[config.mk]
export PLATFORM = sky130hd
export DESIGN_NAME = adc0832_responder
export DESIGN_NICKNAME = d
export VERILOG_FILES = /design/src/rtl/adc0832_responder.sv
export SDC_FILE = /design/constraint.sdc
export NUM_CORES = 1
export LEC_CHECK = 0
export CAP_MARGIN = 40
export CORE_MARGIN = 8
export CORE_UTILIZATION = 51
export DETAILED_ROUTE_END_ITERATION = 8
export GPL_ROUTABILITY_DRIVEN = 0
export PLACE_DENSITY = 0.86
export SETUP_SLACK_MARGIN = 0.02
export SLEW_MARGIN = 5
export SYNTH_ARGS = -nofsm -noshare
export SYNTH_HDL_FRONTEND = slang
export SYNTH_SLANG_ARGS = --single-unit
[constraint.sdc]
create_clock -name clk -period 2.3 [get_ports clk]
set_input_delay 0.69 -clock clk [delete_from_list [all_inputs] [get_ports clk]]
set_output_delay 0.69 -clock clk [all_outputs]
set_load 0.02 [all_outputs]
[src/rtl/adc0832_responder.sv]
// ADC0832 serial-interface responder: answers a controller's start/SGL/ODD command with a null bit and 8 data bits.
// Optional LSB-first trailer D1..D7 after D0 is enabled by defining ADC0832_LSB_TRAILER_EN.
module adc0832_responder (
  input  logic       clk,
  input  logic       reset,
  input  logic       adc_cs_n,
  input  logic       adc_sclk,
  input  logic       adc_di,
  input  logic [7:0] ch0_value,
  input  logic [7:0] ch1_value,
  output logic       adc_do,
  output logic       adc_do_oe,
  output logic       conv_done,
  output logic [1:0] last_cmd
);

  typedef enum logic [2:0] {
    IDLE, WAIT_START, GET_SGL, GET_ODD, NULL_BIT, MSB_OUT, LSB_OUT, HOLD
  } state_t;

  state_t     r_state, w_state_next;
  logic       r_cs_meta, r_cs_sync, r_sclk_meta, r_sclk_sync, r_sclk_prev;
  logic       r_di_meta, r_di_sync;
  logic [1:0] r_fill;
  logic       r_armed;
  logic       r_do, w_do_next, r_oe, w_oe_next, r_done, w_done_next;
  logic [1:0] r_cmd, w_cmd_next;
  logic       r_sgl, w_sgl_next;
  logic [7:0] r_result, w_result_next, w_sample;
  logic [3:0] r_bit_cnt, w_bit_cnt_next;
  logic [2:0] w_msb_idx;
  logic       w_sclk_rise, w_sclk_fall;

  assign w_sclk_rise = r_sclk_sync & ~r_sclk_prev;
  assign w_sclk_fall = ~r_sclk_sync & r_sclk_prev;
  assign w_msb_idx   = 3'(4'd7 - r_bit_cnt);

  assign adc_do    = r_do;
  assign adc_do_oe = r_oe;
  assign conv_done = r_done;
  assign last_cmd  = r_cmd;

  // Conversion value for the command whose ODD bit is on di right now.
  always_comb begin
    w_sample = 8'h00;
    case ({r_sgl, r_di_sync})
      2'b10:   w_sample = ch0_value;
      2'b11:   w_sample = ch1_value;
      2'b00:   w_sample = (ch0_value >= ch1_value) ? (ch0_value - ch1_value) : 8'h00;
      default: w_sample = (ch1_value >= ch0_value) ? (ch1_value - ch0_value) : 8'h00;
    endcase
  end

  always_ff @(posedge clk) begin
    if (reset) begin
      r_cs_meta   <= 1'b1;
      r_cs_sync   <= 1'b1;
      r_sclk_meta <= 1'b0;
      r_sclk_sync <= 1'b0;
      r_sclk_prev <= 1'b0;
      r_di_meta   <= 1'b0;
      r_di_sync   <= 1'b0;
      r_fill      <= 2'd0;
      r_armed     <= 1'b0;
      r_state     <= IDLE;
      r_do        <= 1'b0;
      r_oe        <= 1'b0;
      r_done      <= 1'b0;
      r_cmd       <= 2'b00;
      r_sgl       <= 1'b0;
      r_result    <= 8'h00;
      r_bit_cnt   <= 4'd0;
    end else begin
      r_cs_meta   <= adc_cs_n;
      r_cs_sync   <= r_cs_meta;
      r_sclk_meta <= adc_sclk;
      r_sclk_sync <= r_sclk_meta;
      r_sclk_prev <= r_sclk_sync;
      r_di_meta   <= adc_di;
      r_di_sync   <= r_di_meta;
      // cs_n only counts as seen high once the reset values have left the synchronizer.
      if (r_fill != 2'd2) r_fill <= r_fill + 2'd1;
      if (r_fill == 2'd2 && r_cs_sync) r_armed <= 1'b1;
      r_state     <= w_state_next;
      r_do        <= w_do_next;
      r_oe        <= w_oe_next;
      r_done      <= w_done_next;
      r_cmd       <= w_cmd_next;
      r_sgl       <= w_sgl_next;
      r_result    <= w_result_next;
      r_bit_cnt   <= w_bit_cnt_next;
    end
  end

  always_comb begin
    w_state_next   = r_state;
    w_do_next      = r_do;
    w_oe_next      = r_oe;
    w_done_next    = 1'b0;
    w_cmd_next     = r_cmd;
    w_sgl_next     = r_sgl;
    w_result_next  = r_result;
    w_bit_cnt_next = r_bit_cnt;
    if (r_cs_sync) begin
      w_state_next = IDLE;
      w_do_next    = 1'b0;
      w_oe_next    = 1'b0;
    end else begin
      case (r_state)
        IDLE: begin
          w_do_next = 1'b0;
          w_oe_next = 1'b0;
          if (r_armed) w_state_next = WAIT_START;
        end
        WAIT_START: if (w_sclk_rise && r_di_sync) w_state_next = GET_SGL;
        GET_SGL: if (w_sclk_rise) begin
          w_sgl_next   = r_di_sync;
          w_state_next = GET_ODD;
        end
        GET_ODD: if (w_sclk_rise) begin
          w_cmd_next    = {r_sgl, r_di_sync};
          w_result_next = w_sample;
          w_state_next  = NULL_BIT;
        end
        NULL_BIT: if (w_sclk_fall) begin
          w_oe_next      = 1'b1;
          w_do_next      = 1'b0;
          w_bit_cnt_next = 4'd0;
          w_state_next   = MSB_OUT;
        end
        MSB_OUT: if (w_sclk_fall) begin
          if (r_bit_cnt == 4'd8) begin
            w_oe_next    = 1'b0;
            w_do_next    = 1'b0;
            w_state_next = HOLD;
          end else begin
            w_do_next      = r_result[w_msb_idx];
            w_bit_cnt_next = r_bit_cnt + 4'd1;
            if (r_bit_cnt == 4'd7) begin
`ifdef ADC0832_LSB_TRAILER_EN
              w_bit_cnt_next = 4'd1;
              w_state_next   = LSB_OUT;
`else
              w_done_next    = 1'b1;
`endif
            end
          end
        end
        LSB_OUT: if (w_sclk_fall) begin
          if (r_bit_cnt == 4'd8) begin
            w_oe_next    = 1'b0;
            w_do_next    = 1'b0;
            w_state_next = HOLD;
          end else begin
            w_do_next      = r_result[r_bit_cnt[2:0]];
            w_bit_cnt_next = r_bit_cnt + 4'd1;
            if (r_bit_cnt == 4'd7) w_done_next = 1'b1;
          end
        end
        default: begin
          w_oe_next = 1'b0;
          w_do_next = 1'b0;
        end
      endcase
    end
  end

endmodule

==> reports/results.ini, run 1 <==
[run_status]
status = finished, violations left
violations = setup timing

[logic_synthesis]
synth_cell_types = 49
synth_edf_count = 0
synthesis.nets = 328
async_reset_ff_share_pct = 0
ys_seq_elements = 31
ys.flop_type = dfxtp_1
avgSynthCellArea_um2 = 8.14
syn_inst = 286
ys_warn_count = 0
syn_area_um2 = 2330
ys_seq_area_share_pct = 26.7

[sta]
worstMarginPinSlew_ns = 0.607
period_minus_slack_ns = 2.37
timing_hold_violations_final = 0
clock_skew_ns = 0.00565
finalMaxSlewViolations = 0
layout_setup_ws_ns = -0.0686
fmax_mhz = 422
post-route-period-util_pct = 103
rsz0062_at_grt = yes
fin_setup_tns_ns = -0.0840
finalSetupViolations = 2
slew-limit-headroom_pct = 59.5

[hold_path]
hold_depth = 1
hp-start = r_cs_meta
hold_class = flip-flop to flip-flop

[power]
p_leak_uw = 0.00135
ir_drop_v = 0.000279
cellPowerDensity_nw_per_um2 = 500
total_power_uw = 1720

[setup_path]
cp-startpoint = ch0_value[2]
critPathLaunchType = input port
max_stage_delay_ns = 0.41
critPathSlowestCell = a221oi_4
cp.arrival_ns = 2.54
critical_path_class = input port to flip-flop
crit_required_ns = 2.48
r2r-start = r_cs_sync
worstPathCellList = dlygate4sd2_1 > inv_2 > ha_4 > buf_4 > a21oi_1 > nand2_1 > a221oi_4 > o221ai_2 > nor3b_2
critPathCaptureType = flip-flop
path_max_fanout = 5
rr_worst_depth = 5

[clocking]
ctsRootBufferMaster = clkbuf_8
cts_tree = yes
cts_buffers = 5
clkTransAtPathRegs_ns = 0.07
htreeDepth = 2
clock_latency_ns = 0.29
cts_buffer_depth = 2
cts_num_sinks = 31

[floorplan]
core_um2 = 4380
die_area_um2 = 6980
num_rows = 24
dieHeight_um = 83.6
start_util_pct = 53.1
die_width_um = 83.6
num_io_pins = 26

[global_route]
grt_antenna_before_repair = 0
grtUsageTotal_pct = 21.4
grt_max_degree = 22
grt.overflow.total = 0
grt_pass1_vias = 2610
grt_pass1_wl_um = 12400

[layout]
fin_util_pct = 78.3
fillers = 285
final_cells = 415
synthToLayoutAreaGrowth_pct = 47.4
antennaDiodeCount = 0
drive_gt1_share_pct = 38.6
final_nets = 404
final_area_um2 = 3430

[placement]
dp_hpwl_um = 4540
place_area_um2 = 2910
dp.cells = 392
io_buffers = 25

[drt]
drc_errors = 0
first_iter_violations = 257
drt-pass1-iter-count = 5
viasPerCell = 6.43
routedWlPerCell_um = 20.9
routed_wl_um = 8690
ant_nets = 0
routed-via-count = 2670

[flow_run]
cap_violations = 0

## per-stage QoR
| step | hold slack (ns) | setup slack (ns) |
|---|---|---|
| after global placement | 0.398 | -0.561 |
| after detailed placement | 0.407 | -0.657 |
| after CTS | 0.422 | 0.0206 |
| final | 0.421 | -0.0686 |
| after global routing | 0.438 | -0.145 |
| after floorplan | 0.389 | 0.0260 |
## report_power, final
group,total (uW),internal [uW],switching [uW]
clock network,556,350,206
logic,574,274,301
registers,585,565,19.8
total,1720,1190,527
## metal layers
metal,routed length [um],vias to the layer above,share of wire (%),GRT usage (%)
li1,-,1173,-,-
met1,3170,1265,36,21.9
met2,4290,169,49,38.4
met3,633,63,7.3,4.69
met4,595,0,6.9,13.5
met5,0,-,0,0
## state kept, by name, summed over array words and instances, names as in the netlist
register / count
r_sclk_meta: 1
r_di_meta: 1
r_di_sync: 1
r_result: 8
r_sclk_sync: 1
r_cs_sync: 1
adc_do: 1
conv_done: 1
r_sgl: 1
adc_do_oe: 1
r_bit_cnt: 4
r_armed: 1
r_fill: 2
r_sclk_prev: 1
r_cs_meta: 1
last_cmd: 2
r_state: 3
## cells in the final DEF, fill, tap and decap left out, types with 5 or more instances in the layout
cell              n
nand2_1          20
clkbuf_2          5
nand3_1           6
dfxtp_1          31
o21ai_0          10
ha_4              9
dlygate4sd2_1     8
buf_4            58
clkbuf_8          6
nand4_1           5
nor2_1           22
inv_1            16
clkdlybuf4s50_1   9
nor2b_1          10
inv_2            10
nand2b_1          5
a21o_1            7
a21oi_1          23
o21ai_1           5
ha_1             10
## synth_stat cells, drive strengths merged, types with 5 or more instances
library cell,number,area [um2]
a21o,7,52.6
a21oi,28,140
a221oi,5,43.8
buf,13,81.3
o21ai,17,85.1
ha,19,238
nand4,5,31.3
nand2b,5,31.3
nor2,22,82.6
nand3,9,50.1
dfxtp,31,621
nor2b,10,62.6
inv,26,97.6
nand2,23,86.3
## area by class of cell
cell class                      instances  area [um2]  area share, %
Clock inverter                          2        35.0           1.02
Multi-Input combinational cell        212        1840           53.6
Tap cell                               52        65.1           1.90
Inverter                               26        97.6           2.84
Sequential cell                        31         621           18.1
Clock buffer                            6        82.6           2.41
Timing Repair Buffer                   86         689           20.1
## path summary, 6_finish.rpt
kind                                     to  slack (ns)
worst min-delay path              r_cs_sync        0.42
worst max-delay path            r_result[7]       -0.07
worst min register to register    r_cs_sync        0.42
worst max register to register  r_result[7]        0.11
## worst max-delay path: cells and delay by family
kind,cells,cell delay [ns]
and+or+nand+nor,2,0.38
AOI/OAI and AO/OA,3,0.77
adders and majority gates,1,0.22
buffers and inverters,3,0.47
## what timing repair did
| item | CTS | global route |
|---|---|---|
| endpoints found under the hold margin | 0 | 0 |
| setup buffers | 10 | 5 |
| pin swaps | 22 | 17 |
| hold buffers | 0 | 0 |
| gates resized for setup | 67 | 32 |
| endpoints found under the setup margin | 8 | 8 |
## kinds of logic after synthesis
kind of cell	count (synthesis)	share of synthesized area (%)
XOR/XNOR	5	2.20
AND/OR/NAND/NOR	93	21.1
buffers and inverters	43	8.33
adder cells (fa/ha/maj)	21	11.9
AO/OA/AOI/OAI	82	22.7
multiplexers	11	7.10
flip-flops	31	26.7
Power figures use the tool's default switching activity.
==> run 2: changes to the inputs <==
- CORE_UTILIZATION: 51 -> 58
- DONT_BUFFER_PORTS: unset -> 1
==> run 2 against run 1 <==
- the flow now finishes without violations
- wire length down 40%
- sequential share of layout area is 5.7 points higher
- register-to-register slack improved by 0.22 ns
- combinational power is 46% lower
- worst setup slack better by 0.25 ns
- final area fell by 24%
- hold slack worse by 0.016 ns
- utilization is 12 points lower
- critical path type unchanged
- largest power group unchanged
- highest routed layer unchanged
==> reports/results.ini, run 2 (synthesis results as in run 1) <==
[run_status]
status = finished, final reports clean

[clocking]
cts_buffer_depth = 2  ; unchanged
ctsRootBufferMaster = clkbuf_8
cts_num_sinks = 31  ; unchanged
clkTransAtPathRegs_ns = 0.06  ; about the same
htreeDepth = 2  ; unchanged
cts_setup_buffers = 0  ; -10
postCtsHoldBufs = 0  ; unchanged
clock_latency_ns = 0.29  ; about the same
cts_buffers = 5  ; unchanged
cts.repair.resized = 0  ; -100%
cts_tree = yes

[setup_path]
cp.arrival_ns = 2.28  ; -0.26 ns
crit_required_ns = 2.47  ; about the same
critPathLaunchType = input port
critical_path_class = input port to flip-flop
path_max_fanout = 4  ; -1
critPathCaptureType = flip-flop

[power]
p_leak_uw = 0.00104  ; -23%
ir_drop_v = 0.000223  ; -20%
cellPowerDensity_nw_per_um2 = 553  ; +11%

[sta]
clock_skew_ns = 0.00440  ; -0.00125 ns
layout_setup_ws_ns = 0.185  ; +0.254 ns
fin_setup_tns_ns = 0  ; +0.0840 ns
rsz0062_at_grt = no
finalSetupViolations = 0  ; -2
fmax_mhz = 473  ; +12%
post-route-period-util_pct = 92.0  ; -11 points
period_minus_slack_ns = 2.12  ; -0.254 ns
worstMarginPinSlew_ns = 0.541  ; -0.0659 ns
fin_hold_ws_ns = 0.405  ; -0.0157 ns
timing_hold_violations_final = 0  ; unchanged
finalMaxSlewViolations = 0  ; unchanged
slew-limit-headroom_pct = 63.0  ; +3.5 points

[layout]
final_nets = 342  ; -15%
fillers = 343  ; +20%
antennaDiodeCount = 0  ; unchanged
synthToLayoutAreaGrowth_pct = 12.3
final_area_um2 = 2610  ; -24%
regArea_um2 = 621  ; unchanged
largest_reg_flops = 8  ; unchanged
mostFrequentLayoutCell = dfxtp_1
largest_register = r_result
top_regs = r_result x8, r_bit_cnt x4, r_state x3
drive_gt1_share_pct = 18.9  ; -20 points
final_cell_mix = dfxtp_1 (31), inv_1 (26), a21oi_1 (26)
multiInputGateArea_um2 = 1540  ; -17%

[drt]
ant_nets = 0  ; unchanged
first_iter_violations = 101  ; -61%
viasPerCell = 5.91  ; -8.2%
drc_errors = 0  ; unchanged
routed_wl_um = 5170  ; -40%
routedWlPerCell_um = 14.7  ; -30%
drt-pass1-iter-count = 4  ; -1
routed-via-count = 2073  ; -22%

[global_route]
grt_antenna_before_repair = 0  ; unchanged
grt.overflow.total = 0  ; unchanged
grt_pass1_vias = 2039  ; -22%
grt_max_degree = 24  ; +9.1%
grtUsageTotal_pct = 16.9  ; -4.5 points
grt_pass1_wl_um = 8630  ; -30%

[placement]
place_area_um2 = 2500  ; -14%
place_ws_ns = -0.0894  ; +0.568 ns
dp_hpwl_um = 4000  ; -12%
io_buffers = 0  ; -100%

[floorplan]
num_io_pins = 26  ; unchanged
die_area_um2 = 6300  ; -9.8%
start_util_pct = 59.0  ; +5.9 points
core_um2 = 3940  ; -10%
num_rows = 23  ; -4.2%
die_width_um = 79.3  ; -5.0%
dieHeight_um = 79.3  ; -5.0%

[flow_run]
cap_violations = 0  ; unchanged

[hold_path]
hold_class = flip-flop to flip-flop

## run 2: power by group
part,internal [uW],switching [uW]
logic,146,165
registers,566,20.1
clock network,350,199
## run 2: metrics by stage
step                      instances  utilization [%]  power [uW]
after floorplan                 286                -         816
final                           351             66.3        1450
after detailed placement        343             63.3         904
after global routing            351             66.3        1520
after CTS                       351             66.3        1460
after global placement          343             63.3         889
## run 2: path summary, 6_finish.rpt
kind / to / cells after the start / start / slack, ns
setup / recovery: r_result[7] / 9 / ch0_value[0] / 0.18
hold / removal: r_cs_sync / 1 / r_cs_meta / 0.41
setup reg to reg: r_result[7] / 5 / r_cs_sync / 0.33
hold reg to reg: r_cs_sync / 1 / r_cs_meta / 0.41
## run 2: metal layers
| metal | wire length [um] | vias to the layer above | GRT usage [%] |
|---|---|---|---|
| li1 | - | 1042 | - |
| met1 | 2110 | 964 | 17.9 |
| met2 | 2600 | 61 | 30.4 |
| met3 | 369 | 6 | 4.85 |
| met4 | 91 | 0 | 7.41 |
| met5 | 0 | - | 0 |
## run 2: layout make-up
class	instances	area share [%]
clock buffers	6	3.16
clock inverters	2	1.34
inverters	26	3.73
multi-input cells	212	58.7
flip-flops and latches	31	23.7
well taps	50	2.39
repair buffers	24	6.89
## run 2: critical path, cell delays in order
cell and delay [ns]:
inv_1 0.05, ha_1 0.17, inv_1 0.06, fa_2 0.35, nand3_2 0.08, a31oi_1 0.10, o21ai_0 0.41, o221ai_1 0.21
nor3b_1 0.17
